==> src/rtl/rv_issue_pkg.sv <==
`default_nettype none
// ============================================================================
// Module   : rv_issue_pkg
// Brief    : Shared encodings for the RV32I/RV64I ALU issue controller:
//            opcode/funct constants, ALU operation and FSM state enums, and
//            the funct3 -> ALU operation mapping.
// Revision : 1.0  initial release
// ============================================================================
package rv_issue_pkg;

  // Major opcodes handled by the issue controller
  localparam logic [6:0] c_opc_op     = 7'b0110011;
  localparam logic [6:0] c_opc_op_imm = 7'b0010011;

  // funct3 encodings shared by OP and OP-IMM
  localparam logic [2:0] c_f3_add_sub = 3'b000;
  localparam logic [2:0] c_f3_sll     = 3'b001;
  localparam logic [2:0] c_f3_slt     = 3'b010;
  localparam logic [2:0] c_f3_sltu    = 3'b011;
  localparam logic [2:0] c_f3_xor     = 3'b100;
  localparam logic [2:0] c_f3_srl_sra = 3'b101;
  localparam logic [2:0] c_f3_or      = 3'b110;
  localparam logic [2:0] c_f3_and     = 3'b111;

  // funct7 encodings: base form and the "alternate" form (SUB/SRA)
  localparam logic [6:0] c_f7_base = 7'b0000000;
  localparam logic [6:0] c_f7_alt  = 7'b0100000;

  // RV64 shift-immediate upper field (funct6)
  localparam logic [5:0] c_f6_base = 6'b000000;
  localparam logic [5:0] c_f6_alt  = 6'b010000;

  typedef enum logic [3:0] {
    ALU_ADD  = 4'd0,
    ALU_SUB  = 4'd1,
    ALU_AND  = 4'd2,
    ALU_OR   = 4'd3,
    ALU_XOR  = 4'd4,
    ALU_SLL  = 4'd5,
    ALU_SLT  = 4'd6,
    ALU_SLTU = 4'd7,
    ALU_SRA  = 4'd8,
    ALU_SRL  = 4'd9
  } alu_op_e;

  typedef enum logic [2:0] {
    ST_IDLE   = 3'd0,
    ST_DECODE = 3'd1,
    ST_READ   = 3'd2,
    ST_EXEC   = 3'd3,
    ST_WB     = 3'd4
  } state_e;

  // Map funct3 (plus the alternate-form bit) to an ALU operation. The
  // alternate bit only matters for ADD/SUB and SRL/SRA; legality of the
  // combination is checked by the caller.
  function automatic alu_op_e f3_to_alu_op(input logic [2:0] f3, input logic alt);
    alu_op_e op;
    case (f3)
      c_f3_add_sub: op = alt ? ALU_SUB : ALU_ADD;
      c_f3_sll:     op = ALU_SLL;
      c_f3_slt:     op = ALU_SLT;
      c_f3_sltu:    op = ALU_SLTU;
      c_f3_xor:     op = ALU_XOR;
      c_f3_srl_sra: op = alt ? ALU_SRA : ALU_SRL;
      c_f3_or:      op = ALU_OR;
      default:      op = ALU_AND;
    endcase
    return op;
  endfunction

endpackage : rv_issue_pkg
`default_nettype wire

==> src/rtl/rv_alu_field_decode.sv <==
`default_nettype none
// ============================================================================
// Module   : rv_alu_field_decode
// Brief    : Combinational decode of an OP / OP-IMM instruction word into
//            ALU operation, immediate-select, immediate value and an
//            illegal-encoding flag.
// Revision : 1.0  initial release
// ============================================================================
module rv_alu_field_decode
  import rv_issue_pkg::*;
#(
  parameter int XLEN = 32
) (
  input  logic [31:0]     instr,
  output logic [3:0]      alu_op,
  output logic            is_imm,
  output logic [XLEN-1:0] imm,
  output logic            illegal
);

  logic [6:0]      w_opcode;
  logic [2:0]      w_f3;
  logic [6:0]      w_f7;
  logic [5:0]      w_f6;
  logic            w_sh_base;
  logic            w_sh_alt;
  logic [XLEN-1:0] w_shamt;
  logic [XLEN-1:0] w_imm_sext;
  logic            w_unused;

  assign w_opcode   = instr[6:0];
  assign w_f3       = instr[14:12];
  assign w_f7       = instr[31:25];
  assign w_f6       = instr[31:26];
  assign w_imm_sext = {{(XLEN-12){instr[31]}}, instr[31:20]};
  // Register specifiers are consumed by the controller, not here
  assign w_unused   = ^{instr[19:15], instr[11:7]};

  // Shift-immediate qualifiers: RV64 frees instr[25] for a 6-bit shamt
  always_comb begin
    if (XLEN == 64) begin
      w_sh_base = (w_f6 == c_f6_base);
      w_sh_alt  = (w_f6 == c_f6_alt);
      w_shamt   = XLEN'(instr[25:20]);
    end else begin
      w_sh_base = (w_f7 == c_f7_base);
      w_sh_alt  = (w_f7 == c_f7_alt);
      w_shamt   = XLEN'(instr[24:20]);
    end
  end

  // Classify the encoding and pick operation / second operand source
  always_comb begin
    alu_op  = ALU_ADD;
    is_imm  = 1'b0;
    imm     = w_imm_sext;
    illegal = 1'b0;
    case (w_opcode)
      c_opc_op: begin
        if (w_f7 == c_f7_base) begin
          alu_op = f3_to_alu_op(w_f3, 1'b0);
        end else if (w_f7 == c_f7_alt &&
                     (w_f3 == c_f3_add_sub || w_f3 == c_f3_srl_sra)) begin
          alu_op = f3_to_alu_op(w_f3, 1'b1);
        end else begin
          illegal = 1'b1;
        end
      end
      c_opc_op_imm: begin
        is_imm = 1'b1;
        if (w_f3 == c_f3_sll) begin
          imm     = w_shamt;
          alu_op  = ALU_SLL;
          illegal = !w_sh_base;
        end else if (w_f3 == c_f3_srl_sra) begin
          imm     = w_shamt;
          alu_op  = w_sh_alt ? ALU_SRA : ALU_SRL;
          illegal = !(w_sh_base || w_sh_alt);
        end else begin
          // funct3 000 is always ADDI: there is no immediate subtract
          alu_op = f3_to_alu_op(w_f3, 1'b0);
        end
      end
      default: illegal = 1'b1;
    endcase
  end

endmodule : rv_alu_field_decode
`default_nettype wire

==> src/rtl/rv_alu_issue_ctrl.sv <==
`default_nettype none
// ============================================================================
// Module   : rv_alu_issue_ctrl
// Brief    : Decode-and-issue controller for RV32I/RV64I integer ALU ops.
//            Accepts one instruction per handshake, reads the register file,
//            issues to a variable-latency ALU and writes the result back.
//            Flags illegal encodings, suppresses writes to x0 and keeps
//            cycle / retired-instruction counters.
// Revision : 1.0  initial release
// ============================================================================
module rv_alu_issue_ctrl
  import rv_issue_pkg::*;
#(
  parameter int XLEN      = 32,
  parameter int RF_ADDR_W = 5,
  parameter int CNT_W     = 32
) (
  input  logic                 clk,
  input  logic                 rst,
  input  logic                 instr_valid,
  output logic                 instr_ready,
  input  logic [31:0]          instr,
  output logic [RF_ADDR_W-1:0] rf_rs1_addr,
  output logic [RF_ADDR_W-1:0] rf_rs2_addr,
  input  logic [XLEN-1:0]      rf_rs1_data,
  input  logic [XLEN-1:0]      rf_rs2_data,
  output logic                 alu_req,
  output logic [3:0]           alu_op,
  output logic [XLEN-1:0]      alu_a,
  output logic [XLEN-1:0]      alu_b,
  input  logic                 alu_done,
  input  logic [XLEN-1:0]      alu_result,
  output logic                 rf_we,
  output logic [RF_ADDR_W-1:0] rf_wr_addr,
  output logic [XLEN-1:0]      rf_wr_data,
  output logic                 illegal,
  output logic [CNT_W-1:0]     cycle_count,
  output logic [CNT_W-1:0]     instret_count
);

  state_e          r_state;
  logic [31:0]     r_instr;
  logic            r_is_imm;
  logic [XLEN-1:0] r_imm;

  logic [3:0]      w_alu_op;
  logic            w_is_imm;
  logic [XLEN-1:0] w_imm;
  logic            w_illegal;
  logic            w_rd_nonzero;

  // Decode always looks at the captured word; only used in DECODE
  rv_alu_field_decode #(
    .XLEN (XLEN)
  ) u_decode (
    .instr   (r_instr),
    .alu_op  (w_alu_op),
    .is_imm  (w_is_imm),
    .imm     (w_imm),
    .illegal (w_illegal)
  );

  // x0 suppression uses the architectural rd field, independent of RF_ADDR_W
  assign w_rd_nonzero = (r_instr[11:7] != 5'd0);

  // Issue FSM with registered outputs and performance counters
  always_ff @(posedge clk) begin
    if (rst) begin
      r_state       <= ST_IDLE;
      r_instr       <= '0;
      r_is_imm      <= 1'b0;
      r_imm         <= '0;
      instr_ready   <= 1'b0;
      rf_rs1_addr   <= '0;
      rf_rs2_addr   <= '0;
      alu_req       <= 1'b0;
      alu_op        <= '0;
      alu_a         <= '0;
      alu_b         <= '0;
      rf_we         <= 1'b0;
      rf_wr_addr    <= '0;
      rf_wr_data    <= '0;
      illegal       <= 1'b0;
      cycle_count   <= '0;
      instret_count <= '0;
    end else begin
      cycle_count <= cycle_count + CNT_W'(1);
      // Single-cycle pulses default low
      illegal     <= 1'b0;
      rf_we       <= 1'b0;
      case (r_state)
        ST_IDLE: begin
          instr_ready <= 1'b1;
          if (instr_valid && instr_ready) begin
            r_instr     <= instr;
            instr_ready <= 1'b0;
            r_state     <= ST_DECODE;
          end
        end
        ST_DECODE: begin
          rf_rs1_addr <= RF_ADDR_W'(r_instr[19:15]);
          rf_rs2_addr <= RF_ADDR_W'(r_instr[24:20]);
          rf_wr_addr  <= RF_ADDR_W'(r_instr[11:7]);
          alu_op      <= w_alu_op;
          r_is_imm    <= w_is_imm;
          r_imm       <= w_imm;
          if (w_illegal) begin
            illegal     <= 1'b1;
            instr_ready <= 1'b1;
            r_state     <= ST_IDLE;
          end else begin
            r_state <= ST_READ;
          end
        end
        ST_READ: begin
          alu_a   <= rf_rs1_data;
          alu_b   <= r_is_imm ? r_imm : rf_rs2_data;
          alu_req <= 1'b1;
          r_state <= ST_EXEC;
        end
        ST_EXEC: begin
          if (alu_done) begin
            rf_wr_data <= alu_result;
            alu_req    <= 1'b0;
            rf_we      <= w_rd_nonzero;
            r_state    <= ST_WB;
          end
        end
        ST_WB: begin
          instret_count <= instret_count + CNT_W'(1);
          instr_ready   <= 1'b1;
          r_state       <= ST_IDLE;
        end
        default: begin
          instr_ready <= 1'b0;
          alu_req     <= 1'b0;
          r_state     <= ST_IDLE;
        end
      endcase
    end
  end

endmodule : rv_alu_issue_ctrl
`default_nettype wire

==> config.mk <==
export PLATFORM = sky130hd
export DESIGN_NAME = rv_alu_issue_ctrl
export DESIGN_NICKNAME = d
export VERILOG_FILES = /design/src/rtl/rv_issue_pkg.sv /design/src/rtl/rv_alu_field_decode.sv /design/src/rtl/rv_alu_issue_ctrl.sv
export SDC_FILE = /design/constraint.sdc
export NUM_CORES = 1
export LEC_CHECK = 0
export CORE_UTILIZATION = 60
export CTS_BUF_LIST = sky130_fd_sc_hd__clkbuf_2
export DETAILED_ROUTE_END_ITERATION = 12
export DONT_BUFFER_PORTS = 1
export PLACE_DENSITY = 0.8
export SLEW_MARGIN = 20
export SYNTH_ARGS = -nofsm -noshare
export SYNTH_HDL_FRONTEND = slang
export SYNTH_HIERARCHICAL = 1
export SYNTH_SLANG_ARGS = --single-unit
==> constraint.sdc <==
create_clock -name clk -period 4.95 [get_ports clk]
set_input_delay 0.99 -clock clk [delete_from_list [all_inputs] [get_ports clk]]
set_output_delay 0.99 -clock clk [all_outputs]
set_load 0.005 [all_outputs]
==> results of run 1 <==
[metal layers]
metal	part of all wire	up-vias	global-route usage
met3	0.085	58	0.09105
met1	0.43	3587	0.3109
met5	0	-	0
met4	0.035	0	0.1214
met2	0.45	296	0.3989
li1	-	3968	-
[worst max-delay path, stage by stage (launching register included)]
cell     delay (ns)
dfxtp_1        0.60
nor3b_2        0.44
and4_1         0.58
nand3_1        0.18
nor3_1         0.22
mux2_1         0.34
[cells by family after synthesis]
family / Yosys count / share of synthesized area
AOI/OAI and AO/OA: 203 / 0.1133
xor gates and xnor gates: 58 / 0.05061
adders and majority gates: 2 / 0.002493
buffers and inverters: 113 / 0.05273
DFF: 251 / 0.5006
muxes: 35 / 0.03515
and+or+nand+nor: 550 / 0.2451
[layout make-up]
type | count | share of cell area
Clock inverter | 17 | 0.008898
Tap cell | 216 | 0.02597
Timing Repair Buffer | 5 | 0.005531
Clock buffer | 80 | 0.03848
Multi-Input combinational cell | 848 | 0.4348
Sequential cell | 251 | 0.4830
Inverter | 9 | 0.003247
[placed cells by master (no fill, tap or decap), types with 2 or more instances in the layout]
cell type	netlist	routed
nand2_1	321	321
dfxtp_1	251	250
a21oi_1	155	155
nor2_1	109	106
clkbuf_2	0	80
xor2_1	44	44
mux2i_1	33	33
a211oi_1	32	32
nand4_1	24	24
nand3_1	22	21
nor2b_1	15	15
xnor2_1	14	14
and3_1	13	13
clkinv_1	0	12
inv_1	9	9
and4_1	8	8
nor3_1	7	7
nor4_1	4	4
buf_4	25	4
nor4_4	2	3
o21ai_0	3	3
or3_1	4	3
nor2_4	0	2
nand3_4	1	2
nand3_2	2	2
mux2_1	2	2
nand4b_1	2	2
o22a_1	2	2
nor3b_1	2	2
ha_1	2	2
inv_2	0	2
clkinv_2	0	2
o21ai_1	2	2
o21bai_1	2	2
[worst min path at each step]
stage / startpoint / end / slack (ns) / cells after the start
after floorplan: r_instr[4] / r_instr[4] / 0.43 / 2
after global placement: r_instr[4] / r_instr[4] / 0.44 / 2
after detailed placement: r_instr[19] / rf_rs1_addr[4] / 0.45 / 2
after CTS: rst / instret_count[23] / 0.16 / 1
after global routing: rst / instret_count[0] / 0.14 / 1
final: rst / alu_a[4] / 0.25 / 1
[power groups by stage]
stage	clock [mW]	sequential [mW]	combinational [mW]
after detailed placement	0	2.10	0.0769
after floorplan	0	2.10	0.101
after global placement	0	2.10	0.0723
after CTS	1.28	2.06	0.0773
final	1.24	2.06	0.0765
after global routing	1.38	2.06	0.0870
[state kept, by name, indices dropped and copies added (netlist names), 4 cells and up]
signal and flops:
alu_a 32, alu_b 32, alu_op 4, cycle_count 32, instret_count 32, r_imm 32, r_instr 32, rf_rs1_addr 5
rf_rs2_addr 5, rf_wr_addr 5, rf_wr_data 32
==> out/metrics.cfg, run 1 <==
[sta]
finalHoldViolCount = 0
setup_viol = 0
tightest_slew_ns = 1.042
timing.hold.ws_ns = 0.2531
post-route-period-util = 0.4992
max_freq_ghz = 0.4047
fin_crit_ns = 2.471
finalClockSkew_ns = 0.07207
slew_headroom = 0.3055
setup_ws_ns = 2.479
rsz0062_at_grt = false
drv_slew = 0
fin_tns_setup_ns = 0

[global_routing]
first_global_vias = 7468
antenna_found_initial = 0
grt_usage = 0.2545
gr-total-overflow = 0
grt_pass1_wl_microns = 36430
grt_max_degree = 253

[final_layout]
final_core_util = 0.6457
ff_latch_area_sq_um = 5026
nFillCells = 1391
finish.instance_area_sq_um = 10410
multi_input_comb_area_sq_um = 4524
final_layout_size_suffix_gt1_frac = 0.09091
stdcell_count = 1426
fin_nets = 1307
syn_to_final_growth_pct = 3.665
insertedDiodeCount = 0

[synth]
synthTopCellsByArea = dfxtp_1, nand2_1, a21oi_1
ys.flop_type = dfxtp_1
ys_warn_count = 6
ys_ff_latch = 251
ys_seq_area_frac = 0.5006
synthesis.nets = 1346
synth_edf_count = 0
netlist.area_leader.share = 0.5006
ys_types = 51
synth.most_common_cell = nand2_1
async_reset_ff_frac = 0
syn_area_sq_um = 10040
synth_top_area_cell = dfxtp_1
synthTopCellsByCount = nand2_1, dfxtp_1, a21oi_1, nor2_1, clkbuf_1
synth_cells = 1212
syn_avg_cell_area_sq_um = 8.281

[clocking]
cts_root_buffer = clkbuf_2
clk_pin_slew_worst_paths_ns = 0.11
cts_sinks = 251
cts-resized-gates = 0
h-tree-depth = 2
clock_path_buffers = 3
clkLatencyLatePin_ns = 0.82
cts-buffers-inserted = 58
cts_hold_buf = 0
postCtsSetupRepairBufs = 0
cts_tree = done

[routing]
ant_nets = 0
routed-via-count = 7909
drtIter0Drc = 527
routed_via_density = 5.546
routed_wirelength_microns = 22720
routedWlPerCell_microns = 15.93
drc = 0
drt_first_pass_iters = 5

[floorplan]
io_pins = 315
dieArea_sq_um = 17250
rows = 46
die_height_microns = 131.3
start_util = 0.6228
core_sq_um = 16120
die_w_microns = 131.3

[power]
design_power_total_mw = 3.374
peakVddDrop_mv = 0.2004
p_clk_frac = 0.368
p_sw_frac = 0.2437
p_leak_nw = 3.502
switchingPower_uw = 822.1
internal_power_mw = 2.552
power.density_nw_per_um2 = 324.3
combPwrFrac = 0.023
seq_power_share = 0.609

[critical_path]
endpoint_kind = register
crit_fanout = 13
endpoint = instret_count[31]
r2r_end = instret_count[31]
r2r_start = r_state[2]
crit_start = r_state[2]
worst_ep_required_time_ns = 5.65
critical_path_class = register to register
worstPathArrival_ns = 3.17
r2r_slack_ns = 2.48
cp-start-kind = register
reg2reg_depth = 5

[place]
gp_congestion = 0.8558
place_ws_ns = 2.486
hpwl_microns = 15050
io_buffers = 0
dpl-instance-area_sq_um = 9902
dp.cells = 1329

[status]
outcome = finished, final reports clean

[run]
maxCapViolations = 0

[min_path]
min_path_type = primary input to register

(Power assumes the default switching activity.)
==> inputs of run 2 (changes only) <==
--- a/config.mk
+++ b/config.mk
@@ -9,7 +9,7 @@
 export CTS_BUF_LIST = sky130_fd_sc_hd__clkbuf_2
 export DETAILED_ROUTE_END_ITERATION = 12
 export DONT_BUFFER_PORTS = 1
-export PLACE_DENSITY = 0.8
+export PLACE_DENSITY = 0.83
 export SLEW_MARGIN = 20
 export SYNTH_ARGS = -nofsm -noshare
 export SYNTH_HDL_FRONTEND = slang
==> constraint.sdc (replaced) <==
create_clock -name clk -period 2.25 [get_ports clk]
set_input_delay 0.45 -clock clk [delete_from_list [all_inputs] [get_ports clk]]
set_output_delay 0.45 -clock clk [all_outputs]
set_load 0.005 [all_outputs]
==> out/metrics.cfg, run 2 (synthesis gave the netlist of run 1 again) <==
[sta]
slew_headroom = 0.6274  ; +0.3218
max_freq_ghz = 0.4179  ; +3.3%
rsz0062_at_grt = true
tightest_slew_ns = 0.5538  ; -0.4879 ns
finalHoldViolCount = 0  ; unchanged
timing.hold.ws_ns = 0.1669  ; -0.08624 ns
setup_viol = 15  ; +15
setup_ws_ns = -0.1431  ; -2.622 ns
fin_tns_setup_ns = -0.7218  ; -0.7218 ns
drv_slew = 0  ; unchanged
post-route-period-util = 1.064  ; +0.5644
fin_crit_ns = 2.393  ; -0.07786 ns
finalClockSkew_ns = 0.1099  ; +0.03787 ns

[place]
dp.cells = 1355  ; +2.0%
hpwl_microns = 15620  ; +3.8%
dpl-instance-area_sq_um = 10130  ; +2.3%
gp_congestion = 0.8755  ; +2.3%
io_buffers = 0  ; unchanged
place_ws_ns = 0.3537  ; -2.132 ns

[final_layout]
syn_to_final_growth_pct = 27.20
final_cell_mix = nand2_1, dfxtp_1, dlygate4sd3_1
finish.instance_area_sq_um = 12770  ; +23%
stdcell_count = 1661  ; +16%
fin_nets = 1536  ; +18%
final_core_util = 0.7922  ; +0.1466
layout_commonest_cell = nand2_1
final_layout_size_suffix_gt1_frac = 0.1310  ; +0.04007

[status]
outcome = finished with violations
failed_checks = negative setup slack

[clocking]
cts_root_buffer = clkbuf_2
clock_path_buffers = 3  ; unchanged
cts_tree = done
h-tree-depth = 2  ; unchanged
cts-buffers-inserted = 58  ; unchanged
cts_sinks = 251  ; unchanged
clk_pin_slew_worst_paths_ns = 0.14  ; +0.03 ns
clkLatencyLatePin_ns = 0.87  ; +0.05 ns

[min_path]
holdPathStages = 2  ; +1
worstHoldStart = rst
holdPathEnd = cycle_count[26]
min_path_type = primary input to register

[critical_path]
worstPathArrival_ns = 3.20  ; +0.03 ns
cp-start-kind = register
critical_path_class = register to register
r2r_start = instret_count[3]
reg2reg_depth = 7  ; +2
crit_fanout = 5  ; -8
worst_ep_required_time_ns = 3.06  ; -2.59 ns
r2r_slack_ns = -0.14  ; -2.62 ns
endpoint_kind = register
r2r_end = instret_count[18]

[floorplan]
die_height_microns = 131.3  ; unchanged
dieArea_sq_um = 17250  ; unchanged
io_pins = 315  ; unchanged
core_sq_um = 16120  ; unchanged
rows = 46  ; unchanged
die_w_microns = 131.3  ; unchanged
start_util = 0.6228  ; unchanged

[routing]
routed_wirelength_microns = 31750  ; +40%
drtIter0Drc = 794  ; +51%
routed_via_density = 5.821  ; +4.9%
dr_wl_met3_microns = 3226  ; +67%
top_layer_used = met4
routedLengthMet1_microns = 11510  ; +18%
drc = 0  ; unchanged
routedWlPerCell_microns = 19.12  ; +20%
drt_first_pass_iters = 8  ; +3
ant_nets = 0  ; unchanged
wl_met2_microns = 15260  ; +49%
routed-via-count = 9668  ; +22%

[global_routing]
first_global_vias = 9623  ; +29%
grt_max_degree = 134  ; -47%
grt_pass1_wl_microns = 47800  ; +31%
gr-total-overflow = 0  ; unchanged
antenna_found_initial = 2  ; +2
grt_usage = 0.3387  ; +0.08426

[power]
combPwrFrac = 0.045  ; +0.022
p_leak_nw = 4.923  ; +41%
p_clk_frac = 0.368  ; about the same
p_sw_frac = 0.2633  ; +0.01962
seq_power_share = 0.587  ; -0.022
design_power_total_mw = 7.703  ; +130%
power.density_nw_per_um2 = 603.3  ; +86%
internal_power_mw = 5.675  ; +120%
switchingPower_mw = 2.028  ; +150%
peakVddDrop_mv = 0.5231  ; +160%

[run]
maxCapViolations = 0  ; unchanged

-- run 2: cell types whose count changed in the layout (fill, tap and decap cells not counted), moves of 5 or more --
cell           delta
dfxtp_2          +23
buf_4            +27
dlygate4sd3_1   +188
buf_12            +5
clkbuf_2          +8
buf_6             +5
dfxtp_1          -25
-- run 2: worst max-delay path by stage --
stage                     start                 to  slack (ns)  depth (start not counted)
6_report       instret_count[3]  instret_count[18]       -0.14                          7
5_1_grt        instret_count[2]  instret_count[18]       -0.18                          7
4_1_cts              r_state[2]  instret_count[29]        0.02                          7
3_5_place_dp         r_state[2]  instret_count[30]        0.35                          5
3_3_place_gp   instret_count[5]  instret_count[30]        0.42                          5
2_1_floorplan       r_instr[13]          r_imm[31]        0.42                          6
-- run 2: timing repair --
item,CTS,global route
buffers inserted,0,10
hold endpoints to repair,251,1
endpoints found under the setup margin,0,83
hold buffers,189,1
resized for setup,0,49
-- run 2: critical path, cell delays in order, from the launching register on --
cell           delay [ns]
dfxtp_1              0.56
nand3_1              0.23
nor2_2               0.24
buf_2                0.23
nand4_1              0.14
xor2_1               0.20
nor2_1               0.16
dlygate4sd3_1        0.57
-- run 2: power groups by stage --
stage / registers [mW] / clock network, mW / logic, mW
after global routing: 4.53 / 3.10 / 0.375
after global placement: 4.62 / 0 / 0.172
after CTS: 4.52 / 2.80 / 0.326
after detailed placement: 4.62 / 0 / 0.177
final: 4.52 / 2.83 / 0.346
after floorplan: 4.61 / 0 / 0.222
-- run 2: cell type report --
| cell class | instances | area (sq um) |
|---|---|---|
| sequential | 251 | 5062 |
| multi-input combinational | 849 | 4583 |
| fill | 972 | 3348 |
| timing repair buffer | 233 | 2321 |
| clock buffer | 88 | 440.4 |
| tap | 216 | 270.3 |
| clock inverter | 13 | 51.30 |
| inverter | 9 | 33.78 |
| antenna | 2 | 5.005 |
-- run 2: layer usage --
layer / track usage / vias to the layer above
li1: - / 4436
met1: 0.3725 / 4490
met2: 0.5839 / 570
met3: 0.1061 / 172
met4: 0.1789 / 0
met5: 0 / -
==> inputs of run 3 (changes only) <==
--- a/config.mk
+++ b/config.mk
@@ -5,13 +5,12 @@
 export SDC_FILE = /design/constraint.sdc
 export NUM_CORES = 1
 export LEC_CHECK = 0
-export CORE_UTILIZATION = 60
+export CORE_UTILIZATION = 59
 export CTS_BUF_LIST = sky130_fd_sc_hd__clkbuf_2
 export DETAILED_ROUTE_END_ITERATION = 12
 export DONT_BUFFER_PORTS = 1
-export PLACE_DENSITY = 0.83
+export PLACE_DENSITY = 0.82
 export SLEW_MARGIN = 20
 export SYNTH_ARGS = -nofsm -noshare
 export SYNTH_HDL_FRONTEND = slang
-export SYNTH_HIERARCHICAL = 1
 export SYNTH_SLANG_ARGS = --single-unit
==> out/metrics.cfg, run 3 <==
[synth]
ys_seq_area_frac = 0.4984  ; -0.002208
synth.most_common_cell = nand2_1
ys_warn_count = 0  ; -6
ys_ff_latch = 226  ; -10%
ys_types = 47  ; -7.8%
synth_xor_area_frac = 0.02316  ; -0.02745
synth_top_family_by_area = simple AND/OR/NAND/NOR gates
synth_edf_count = 0  ; unchanged
synthTopCellsByArea = dfxtp_1, nand2_1, a21oi_1
syn_area_sq_um = 9077  ; -9.6%
async_reset_ff_frac = 0  ; unchanged
yosys.area_share.simple = 0.2414  ; -0.003725
synthTopCellsByCount = nand2_1, dfxtp_1, a21oi_1, nor2_1, clkbuf_1
synth_top_area_cell = dfxtp_1
netlist.area_leader.share = 0.4984  ; -0.002208
synth_cells = 1105  ; -8.8%
muxShareOfSynthArea = 0.03032  ; -0.004829
ys.flop_type = dfxtp_1
synth_fa_ha_area_frac = 0.002757  ; +0.0002636
synthesis.nets = 1239  ; -7.9%
syn_avg_cell_area_sq_um = 8.215  ; -0.80%
synth-compound-area-share = 0.1574  ; +0.04410

[floorplan]
io_pins = 315  ; unchanged
core_sq_um = 14750  ; -8.4%
die_w_microns = 126.0  ; -4.0%
die_height_microns = 126.0  ; -4.0%
dieArea_sq_um = 15890  ; -7.9%
start_util = 0.6152  ; -0.007578
rows = 44  ; -4.3%

[sta]
max_freq_ghz = 0.4552  ; +8.9%
drv_slew = 0  ; unchanged
fin_tns_setup_ns = 0  ; +0.7218 ns
setup_viol = 0  ; -15
setup_ws_ns = 0.05334  ; +0.1965 ns
rsz0062_at_grt = false
post-route-period-util = 0.9763  ; -0.08731
finalHoldViolCount = 0  ; unchanged
slew_headroom = 0.5765  ; -0.05092
timing.hold.ws_ns = 0.1248  ; -0.04204 ns
finalClockSkew_ns = 0.03435  ; -0.07559 ns
tightest_slew_ns = 0.6346  ; +0.08079 ns
fin_crit_ns = 2.197  ; -0.1965 ns

[final_layout]
final_cell_mix = nand2_1, dfxtp_1, dlygate4sd3_1
syn_to_final_growth_pct = 27.57
nFillCells = 942  ; -3.1%
layout_commonest_cell = nand2_1
final_layout_size_suffix_gt1_frac = 0.1274  ; -0.003608
stdcell_count = 1504  ; -9.5%
fin_nets = 1411  ; -8.1%
ff_latch_area_sq_um = 4537  ; -10%
multi_input_comb_area_sq_um = 4210  ; -8.1%

[critical_path]
worst_ep_required_time_ns = 2.93  ; -0.13 ns
endpoint_kind = register
cp-start-kind = register
critical_path_class = register to register
crit_fanout = 32  ; +27
worstPathArrival_ns = 2.88  ; -0.32 ns

[routing]
routed_wirelength_microns = 28910  ; -8.9%
routed_via_density = 6.111  ; +5.0%
drt_first_pass_iters = 5  ; -3
ant_nets = 0  ; unchanged
drtIter0Drc = 826  ; +4.0%
drc = 0  ; unchanged
routedWlPerCell_microns = 19.22  ; +0.56%
routed-via-count = 9191  ; -4.9%

[place]
place_ws_ns = 0.1762  ; -0.1775 ns
gp_congestion = 0.8047  ; -8.1%
io_buffers = 0  ; unchanged
dp.cells = 1230  ; -9.2%
hpwl_microns = 15000  ; -4.0%

[power]
p_leak_nw = 4.410  ; -10%
power.density_nw_per_um2 = 623.5  ; +3.3%
peakVddDrop_mv = 0.6100  ; +17%

[run]
maxCapViolations = 0  ; unchanged

[global_routing]
grt_max_degree = 121  ; -9.7%
first_global_vias = 9067  ; -5.8%
grt_pass1_wl_microns = 44780  ; -6.3%
gr-total-overflow = 0  ; unchanged
antenna_found_initial = 1  ; -1
grt_usage = 0.3479  ; +0.009179

[min_path]
min_path_type = primary input to register

[clocking]
cts_tree = done
h-tree-depth = 2  ; unchanged
clkLatencyLatePin_ns = 0.79  ; -0.08 ns
cts_root_buffer = clkbuf_2
clock_path_buffers = 3  ; unchanged
clk_pin_slew_worst_paths_ns = 0.12  ; -0.02 ns
cts_sinks = 226  ; -10%
cts-buffers-inserted = 55  ; -5.2%

[status]
outcome = finished, final reports clean

[run 3: worst max-delay path, cell delays in order, from the launching register on]
cell and delay [ns]:
dfxtp_1 0.35, buf_4 0.17, nand2b_1 0.20, or2_2 0.34
buf_4 0.25, nand2_1 0.12, a21oi_1 0.08, dlygate4sd3_1 0.57
[run 3: report_power, final]
| part | switching (mW) | internal [mW] |
|---|---|---|
| combinational | 0.156 | 0.151 |
| clock | 1.67 | 1.17 |
| sequential | 0.0378 | 4.04 |
[run 3: final timing paths]
kind,slack (ns),from,cells past startpoint,to
hold / removal,0.12,rst,2,cycle_count[30]
hold reg to reg,0.46,r_instr[19],2,rf_rs1_addr[4]
setup reg to reg,0.05,r_state[2],7,rf_wr_data[7]
setup / recovery,0.05,r_state[2],7,rf_wr_data[7]
[run 3: kinds of logic (layout without fill, tap and decap cells)]
logic type / count (synthesis) / after routing
AO/OA/AOI/OAI: 247 / 247
adder cells (fa/ha/maj): 2 / 2
buffers and inverters: 104 / 318
flip-flops: 226 / 226
other: 0 / 1
XOR/XNOR: 24 / 24
AND/OR/NAND/NOR: 476 / 476
multiplexers: 26 / 26
[run 3: stage by stage]
| step | utilization | cell area [sq um] | total power, mW |
|---|---|---|---|
| after global routing | 0.7849 | 11580 | 7.512 |
| after detailed placement | 0.6242 | 9209 | 4.316 |
| after global placement | 0.6242 | 9209 | 4.310 |
| final | 0.7849 | 11580 | 7.220 |
| after floorplan | - | 9077 | 4.331 |
| after CTS | 0.7762 | 11450 | 7.200 |
[run 3: cell type report]
class,instances,area share
Antenna cell,1,0.0002161
Clock buffer,79,0.03414
Clock inverter,20,0.01113
Inverter,11,0.003566
Multi-Input combinational cell,775,0.3636
Sequential cell,226,0.3918
Tap cell,184,0.01988
Timing Repair Buffer,208,0.1757
[run 3: per-layer routing]
metal | routed length (microns) | global-route usage
met1 | 10670 | 0.3711
met2 | 14230 | 0.6090
met3 | 2566 | 0.1024
met4 | 1449 | 0.2069
met5 | 0 | 0
[run 3: repair_timing]
action                                  in CTS  in global routing
hold buffers                               170                  0
gates resized for setup                      0                 25
setup buffers                                0                  4
hold endpoints to repair                   226                  0
endpoints found under the setup margin       0                 33
